$ cat config.mk
export PLATFORM = sky130hd
export DESIGN_NAME = btb_update_ctrl
export DESIGN_NICKNAME = d
export VERILOG_FILES = /design/src/rtl/btb_update_ctrl.sv
export SDC_FILE = /design/constraint.sdc
export NUM_CORES = 1
export LEC_CHECK = 0
export ABC_AREA = 0
export BUFFER_PORTS_ARGS = -buffer_cell sky130_fd_sc_hd__buf_2
export CORE_MARGIN = 8
export CORE_UTILIZATION = 40
export CTS_BUF_LIST = sky130_fd_sc_hd__clkbuf_4 sky130_fd_sc_hd__clkbuf_8
export CTS_CLUSTER_DIAMETER = 120
export DETAILED_ROUTE_END_ITERATION = 7
export GPL_TIMING_DRIVEN = 0
export SLEW_MARGIN = 20
export SYNTH_ARGS = -nofsm -noshare
export SYNTH_HDL_FRONTEND = slang
export SYNTH_SLANG_ARGS = --single-unit
$ cat constraint.sdc
create_clock -name clk -period 6.4 [get_ports clk]
set_input_delay 0.96 -clock clk [delete_from_list [all_inputs] [get_ports clk]]
set_output_delay 0.96 -clock clk [all_outputs]
set_load 0.1 [all_outputs]
$ cat src/rtl/btb_update_ctrl.sv
// rtl/btb_update_ctrl.sv - Arbitrates EX/ID branch-target updates into a 4-entry coalescing queue that drains into the BTB
module btb_update_ctrl (
    input  logic        clk,
    input  logic        rst,
    input  logic        ex_valid,
    input  logic [31:0] ex_pc,
    input  logic [31:0] ex_target,
    output logic        ex_ready,
    input  logic        id_valid,
    input  logic [31:0] id_pc,
    input  logic [31:0] id_target,
    output logic        id_ready,
    input  logic        flush,
    input  logic        btb_hold,
    output logic        btb_update_en,
    output logic [31:0] btb_pc,
    output logic [31:0] btb_target,
    output logic [2:0]  pending_cnt
);

    // Queue storage is not reset; validity is tracked only by the pointers and count.
    logic [31:0] pc_mem  [4];
    logic [31:0] tgt_mem [4];

    logic [1:0] rd_q, rd_d;
    logic [1:0] wr_q, wr_d;
    logic [2:0] cnt_q, cnt_d;
    logic [1:0] starve_q, starve_d;

    logic        ex_sel, id_sel;
    logic [31:0] req_pc, req_tgt;
    logic        pop;
    logic        hit;
    logic [1:0]  hit_idx;
    logic        accept, enq, coal;

    // Arbitration: EX wins unless ID has waited three cycles in a row.
    always_comb begin
        id_sel  = id_valid && (!ex_valid || (starve_q == 2'd3));
        ex_sel  = ex_valid && !id_sel;
        req_pc  = id_sel ? id_pc : ex_pc;
        req_tgt = id_sel ? id_target : ex_target;
    end

    // The head leaves whenever something is queued and the BTB port is free.
    always_comb begin
        pop = (cnt_q != 3'd0) && !btb_hold && !flush;
    end

    // Look for a queued entry with the same pc; a popping head is not eligible.
    always_comb begin
        logic [1:0] slot;
        hit     = 1'b0;
        hit_idx = rd_q;
        slot    = rd_q;
        for (int k = 3; k >= 0; k--) begin
            slot = rd_q + 2'(k);
            if ((k < int'(cnt_q)) && !(pop && (k == 0)) && (pc_mem[slot] == req_pc)) begin
                hit     = 1'b1;
                hit_idx = slot;
            end
        end
    end

    // A full queue still takes a request that only rewrites an existing entry.
    always_comb begin
        accept   = (ex_sel || id_sel) && !flush && !rst && ((cnt_q != 3'd4) || hit);
        enq      = accept && !hit;
        coal     = accept && hit;
        ex_ready = ex_sel && accept;
        id_ready = id_sel && accept;
    end

    // Next-state for pointers, occupancy and the ID starvation counter.
    always_comb begin
        rd_d     = pop ? rd_q + 2'd1 : rd_q;
        wr_d     = enq ? wr_q + 2'd1 : wr_q;
        cnt_d    = cnt_q + {2'b00, enq} - {2'b00, pop};
        starve_d = starve_q;
        if (id_valid && !id_sel) begin
            if (starve_q != 2'd3) begin
                starve_d = starve_q + 2'd1;
            end
        end else begin
            starve_d = 2'd0;
        end
        if (flush) begin
            rd_d     = 2'd0;
            wr_d     = 2'd0;
            cnt_d    = 3'd0;
            starve_d = 2'd0;
        end
    end

    // Control state register with asynchronous clear.
    always_ff @(posedge clk or posedge rst) begin
        if (rst) begin
            rd_q     <= 2'd0;
            wr_q     <= 2'd0;
            cnt_q    <= 3'd0;
            starve_q <= 2'd0;
        end else begin
            rd_q     <= rd_d;
            wr_q     <= wr_d;
            cnt_q    <= cnt_d;
            starve_q <= starve_d;
        end
    end

    // Entry write: new requests go to the tail, coalesced ones rewrite the matching target.
    always_ff @(posedge clk) begin
        if (enq) begin
            pc_mem[wr_q]  <= req_pc;
            tgt_mem[wr_q] <= req_tgt;
        end else if (coal) begin
            tgt_mem[hit_idx] <= req_tgt;
        end
    end

    // BTB write port shows the head only while it is actually being written.
    always_comb begin
        btb_update_en = pop && !rst;
        btb_pc        = btb_update_en ? pc_mem[rd_q]  : 32'd0;
        btb_target    = btb_update_en ? tgt_mem[rd_q] : 32'd0;
        pending_cnt   = cnt_q;
    end

endmodule

**Yosys cells after proc, flatten, opt, wreduce, memory -nomap -nowiden**

Memories as Yosys holds them, arrays and structs flattened.
Cells that the tools add are included.
W data, S select, Z words.

- Logic and storage cells: 85
- Memory bits (writable): 256
- Input bits: 134
- Bits in registers: 9
- Memories: 2

Memories:

| memory | depth | width | read ports | clocked after Yosys merged registers in | wr ports | line | source |
|---|---|---|---|---|---|---|---|
| pc_mem | 4 | 32 | 4 | 0 | 1 | 22 | `logic [31:0] pc_mem [4];` |
| tgt_mem | 4 | 32 | 1 | 0 | 1 | 23 | `logic [31:0] tgt_mem [4];` |

- Reduce and logical (&&, ||, !) cells: 32
- Eq/ne operators: 8
- Add/subtract/negate cells: 7
- Muxes and demuxes: 28
- $lt $le $gt $ge: 4

Operators by type and width:

| cell | number |
|---|---|
| $mux W32 | 5 |
| $eq A32 B32 Y1 | 4 |
| $reduce_or A32 Y1 | 1 |
| $mux W2 | 12 |
| $logic_and A1 B1 Y1 | 18 |
| $mux W1 | 10 |
| $logic_not A1 Y1 | 7 |
| $add A2 B1 Y2 const B | 3 |
| $lt A1 B3 Y1 const A | 2 |
| $lt A2 B3 Y1 const A | 2 |
| $add A2 B2 Y2 const B | 2 |
| $reduce_bool A2 Y1 | 2 |
| $add A3 B1 Y3 | 1 |
| $logic_or A1 B1 Y1 | 3 |
| $mux W3 | 1 |
| $ne A3 B2 Y1 const B | 1 |
| $ne A3 B3 Y1 const B | 1 |
| $reduce_bool A3 Y1 | 1 |
| $sub A3 B1 Y3 | 1 |
| $eq A2 B2 Y1 const B | 1 |
| $ne A2 B2 Y1 const B | 1 |

**Depth between registers and ports, before layout**

- Word-level depth: 18
- Depth in mapped cells: 21

**Worst setup path before layout**

No wires, ideal clock.

- Path type: input to register
- Start point: input ex_valid
- End point: memory tgt_mem[1][0] (enable)
- Data arrival time: 5.695 ns
- Stages: 12
- Library setup time: 0.461 ns
- Slack: 0.244 ns
- Cells stage by stage: nand2b_4 > nand2_4 > buf_12 > mux2i_2 > xnor2_1 > nand4_1 > or4_1 > or3_1 > o21ba_1 > or3_1 > a31o_1 > nor3_1

- Longest elaborated chain between the ends: 18
- Elaborated cells between the ends (all ways): 38
- Those cells by class: eq/ne: 4; mux: 16; reduce/logical: 18

Ends and longest elaborated chain:

| element | line | source |
|---|---|---|
| start, declared | 5 | `input logic ex_valid,` |
| $logic_not A1 Y1 | 39 | `id_sel = id_valid && (!ex_valid \|\| (starve_q == 2'd3));` |
| $logic_or A1 B1 Y1 | 39 |  |
| $logic_and A1 B1 Y1 | 39 |  |
| $mux W32 | 41 | `req_pc = id_sel ? id_pc : ex_pc;` |
| $eq A32 B32 Y1 | 58 | `if ((k < int'(cnt_q)) && !(pop && (k == 0)) && (pc_mem[slot] == req_pc)) begin` |
| $logic_and A1 B1 Y1 | 58 |  |
| $mux W1 (4 in a row) | 58 |  |
| $logic_or A1 B1 Y1 | 67 | `accept = (ex_sel \|\| id_sel) && !flush && !rst && ((cnt_q != 3'd4) \|\| hit);` |
| $logic_and A1 B1 Y1 | 67 |  |
| $logic_and A1 B1 Y1 | 69 | `coal = accept && hit;` |
| $mux W1 | 115 | `end else if (coal) begin` |
| $mux W1 | 112 | `if (enq) begin` |
| $mux W1 (implied by the code) | 116 | `tgt_mem[hit_idx] <= req_tgt;` |
| $reduce_or A32 Y1 (no source line) | -- |  |
| $mux W2 (no source line) / $mux W1 (equally long branches) | -- |  |
| end, declared | 23 |  |

Several ways; a longest one is shown, not always the timed one.

**Final worst setup path**

- Start point: register rd_q[0]
- End point: output ex_ready

- Longest elaborated chain between the ends: 11
- Elaborated cells between the ends (all ways): 19
- Those cells by class: add/sub: 3; eq/ne: 4; mux: 4; reduce/logical: 7; memory: 1

Ends and longest elaborated chain:

| element | line | source |
|---|---|---|
| start, declared | 25 | `logic [1:0] rd_q, rd_d;` |
| start signal, assigned | 103 | `rd_q <= rd_d;` |
| $add A2 B2 Y2 | 57 | `slot = rd_q + 2'(k);` |
| $mem_v2 Z4 W32 (*) | -- |  |
| $eq A32 B32 Y1 | 58 |  |
| $logic_and A1 B1 Y1 | 58 |  |
| $mux W1 (3 in a row) | 58 |  |
| $mux W1 (*) | 58 |  |
| $logic_or A1 B1 Y1 (*) | 67 |  |
| $logic_and A1 B1 Y1 (*) | 67 |  |
| $logic_and A1 B1 Y1 (*) | 70 | `ex_ready = ex_sel && accept;` |
| end, declared | 8 | `output logic ex_ready,` |

Mark *: on every way between the ends. The rest lies on a longest branch, timed or not.

==> flow_metrics.py <==
metrics = {
    "timing": {
        "setup_tns_ns": 0,
        "period_minus_slack_ns": 5.98,
        "fin_skew_ns": 0.0348,
        "period_share": 0.935,
        "fin_ws_ns": 0.417,
        "rsz0062_at_grt": "false",
        "max_freq_mhz": 167,
        "finalHoldViolations": 0,
        "setup_viol": 0,
        "relSlewSlack": 0.360,
        "drv_slew": 0,
        "max_slew.worst_pin.slew_ns": 0.950,
    },
    "layout": {
        "mostFrequentLayoutCells": "256 x edfxtp_1, 213 x buf_2, 130 x mux2_2",
        "nFillCells": 3278,
        "area.growth.synth_to_final_pct": 18.4,
        "multi_input_area_um2": 6420,
        "seq_area_um2": 7910,
        "fin_area_um2": 17600,
        "drive_above_1_share": 0.393,
        "antenna_cells": 0,
        "fin_util": 0.481,
        "layout_commonest_cell": "edfxtp_1",
        "fin_nets": 1482,
    },
    "pwr": {
        "power_density_nw_per_um2": 313,
        "ir_worst_vdd_uv": 233,
        "p_leak_nw": 6.71,
    },
    "place": {
        "pre_cts_ws_ns": 0.603,
        "placed_area_um2": 16800,
        "numPortBuffers": 203,
        "place_hpwl_um": 33000,
        "gp_congestion": 0.906,
    },
    "critical_path": {
        "crit_family": "simple AND/OR/NAND/NOR gates",
        "slowest_stage": "nor4_1",
        "critPathCaptureType": "primary output",
        "crit_top_cell": "buf_4",
        "crit_buf_inv": 5,
        "required_ns": 5.44,
        "path_max_fanout": 10,
        "cpPeakStageDelay_ns": 0.67,
        "crit_path_start_kind": "flop",
        "worstSetupPathType": "reg2out",
        "critPathArrivalTime_ns": 5.02,
        "crit_chain": "buf_4 -> buf_4 -> buf_4 -> buf_2 -> o21ai_0 -> xnor2_1 -> nand4_1 -> nor4_1 -> nand4_1 -> or4bb_4 -> o21ai_0 -> nor2_1 -> buf_2",
    },
    "route": {
        "viasPerCell": 5.42,
        "drtIter0Drc": 686,
        "wire_per_inst_um": 24.3,
        "firstDrtPassIters": 5,
        "vias": 9928,
        "drt-total-wl_um": 44500,
        "drc": 0,
        "ant_nets": 0,
    },
    "logic_synthesis": {
        "syn_avg_cell_area_um2": 14.0,
        "syn_nets": 1210,
        "netlist_instances": 1066,
        "ys_types": 49,
        "ys_ff_latch": 265,
        "synth_edf_count": 256,
        "synthFlopType": "edfxtp_1",
        "syn-cell-area_um2": 14900,
        "seq_area_frac_synth": 0.531,
        "async_reset_ff_frac": 0.0340,
        "synth-warning-count": 0,
    },
    "hold_path": {
        "hold_class": "in2async",
    },
    "floorplan": {
        "pin_count": 204,
        "coreArea_um2": 36600,
        "die_h_um": 209,
        "die_area_um2": 43700,
        "initial_core_util": 0.407,
        "die_width_um": 209,
        "num_rows": 70,
    },
    "grt": {
        "antenna_found_initial": 0,
        "grt_usage": 0.201,
        "grt_first_pass_wirelength_um": 65900,
        "grt_overflow": 0,
        "grt_pass1_vias": 10600,
        "grt_max_degree": 23,
    },
    "clocking": {
        "cts_hold_buf": 0,
        "clkSinkCount": 265,
        "post_cts_resized": 0,
        "post_cts_buffers": 0,
        "cts_buffer_depth": 3,
        "path_clk_slew_ns": 0.06,
        "cts_tree": "built",
        "insertion_delay_ns": 0.58,
        "cts-root-buf": "clkbuf_8",
        "cts_max_level": 2,
        "cts_made_buffers": 45,
    },
    "run": {
        "maxCapViolations": 0,
    },
    "status": {
        "status": "completed",
    },
}
-- cell usage after synthesis, drive strengths merged (2+ instances only) --
cell type | number | area share
nand2 | 27 | 0.0073
xnor2 | 65 | 0.038
ha | 9 | 0.0076
mux4 | 32 | 0.048
nor4 | 19 | 0.0080
and3 | 32 | 0.013
mux2 | 135 | 0.10
and2 | 5 | 0.0022
inv | 46 | 0.012
nand4 | 16 | 0.0067
a21oi | 17 | 0.0057
nor2 | 62 | 0.016
xor2 | 66 | 0.039
dfrtp | 9 | 0.015
clkbuf | 20 | 0.0057
or3 | 3 | 0.0013
nand3 | 6 | 0.0020
or4 | 2 | 0.0010
nor3 | 14 | 0.0055
o21ai | 25 | 0.0084
a21boi | 2 | 0.0015
mux2i | 148 | 0.11
buf | 37 | 0.022
edfxtp | 256 | 0.52
-- worst paths after layout --
path                              from             end  slack, ns  cells past startpoint
setup / recovery               rd_q[0]        ex_ready       0.42                     13
hold / removal                     rst         rd_q[1]       0.38                      2
setup reg to reg               rd_q[0]  tgt_mem[0][22]       1.16                     16
hold reg to reg            starve_q[0]     starve_q[0]       0.44                      1
max in group asynchronous          rst  pending_cnt[1]       5.77                      2
min in group clk           starve_q[0]     starve_q[0]       0.44                      1
-- final cells by class --
cell class / instances / area share
buffer: 57 / 0.0234
clock buffer: 61 / 0.0420
clock inverter: 13 / 0.00618
inverter: 46 / 0.00980
multi-input combinational: 698 / 0.364
sequential: 265 / 0.449
tap: 468 / 0.0332
timing repair buffer: 225 / 0.0724
-- cells by family (layout without fill, tap and decap cells) --
family          Yosys count  in the layout  synth area share
compound gates           52             52            0.0202
flops                   265            265             0.531
mux                     315            315             0.257
simple gates            190            190            0.0664
buf+inv                 103            402            0.0392
xor+xnor                131            131            0.0771
fa+ha+maj                10             10           0.00891
-- worst reg2reg max path, stage by stage (launching register included) --
cell and delay [ns]:
dfrtp_1 0.33, buf_4 0.23, buf_4 0.28, buf_4 0.28, buf_2 0.37, o21ai_0 0.38
xnor2_1 0.29, nand4_1 0.18, nor4_1 0.67, nand4_1 0.31, or4bb_4 0.36, and2_2 0.17
a31oi_1 0.14, nor3_2 0.29, buf_4 0.25, buf_4 0.22, buf_4 0.22
-- state kept, by name (all words and copies together), names as in the netlist --
name / count
pending_cnt: 3
pc_mem: 128
rd_q: 2
tgt_mem: 128
wr_q: 2
starve_q: 2
-- routing by layer --
metal | routed length [um] | vias up | GRT usage | share of wire
met5 | 0 | - | 0 | 0
met4 | 1320 | 0 | 0.0676 | 0.030
met3 | 2990 | 75 | 0.0394 | 0.067
met2 | 20800 | 389 | 0.330 | 0.47
met1 | 19400 | 4930 | 0.264 | 0.44
li1 | - | 4534 | - | -
-- stage by stage --
stage	instances	hold slack (ns)	power, mW
floorplan	1066	0.415	3.47
global placement	1737	0.430	4.04
detailed placement	1759	0.433	4.06
CTS	1833	0.357	5.53
global route	1833	0.390	5.72
finish	1833	0.377	5.51
-- power breakdown --
part	leakage, nW	switching, mW	total [mW]	internal, mW
Combinational	3.83	1.30	2.03	0.729
Sequential	2.44	0.0280	2.01	1.98
Clock	0.441	0.677	1.47	0.791
Total	6.71	2.01	5.51	3.50
No activity file was read; power rests on OpenSTA's default activity.
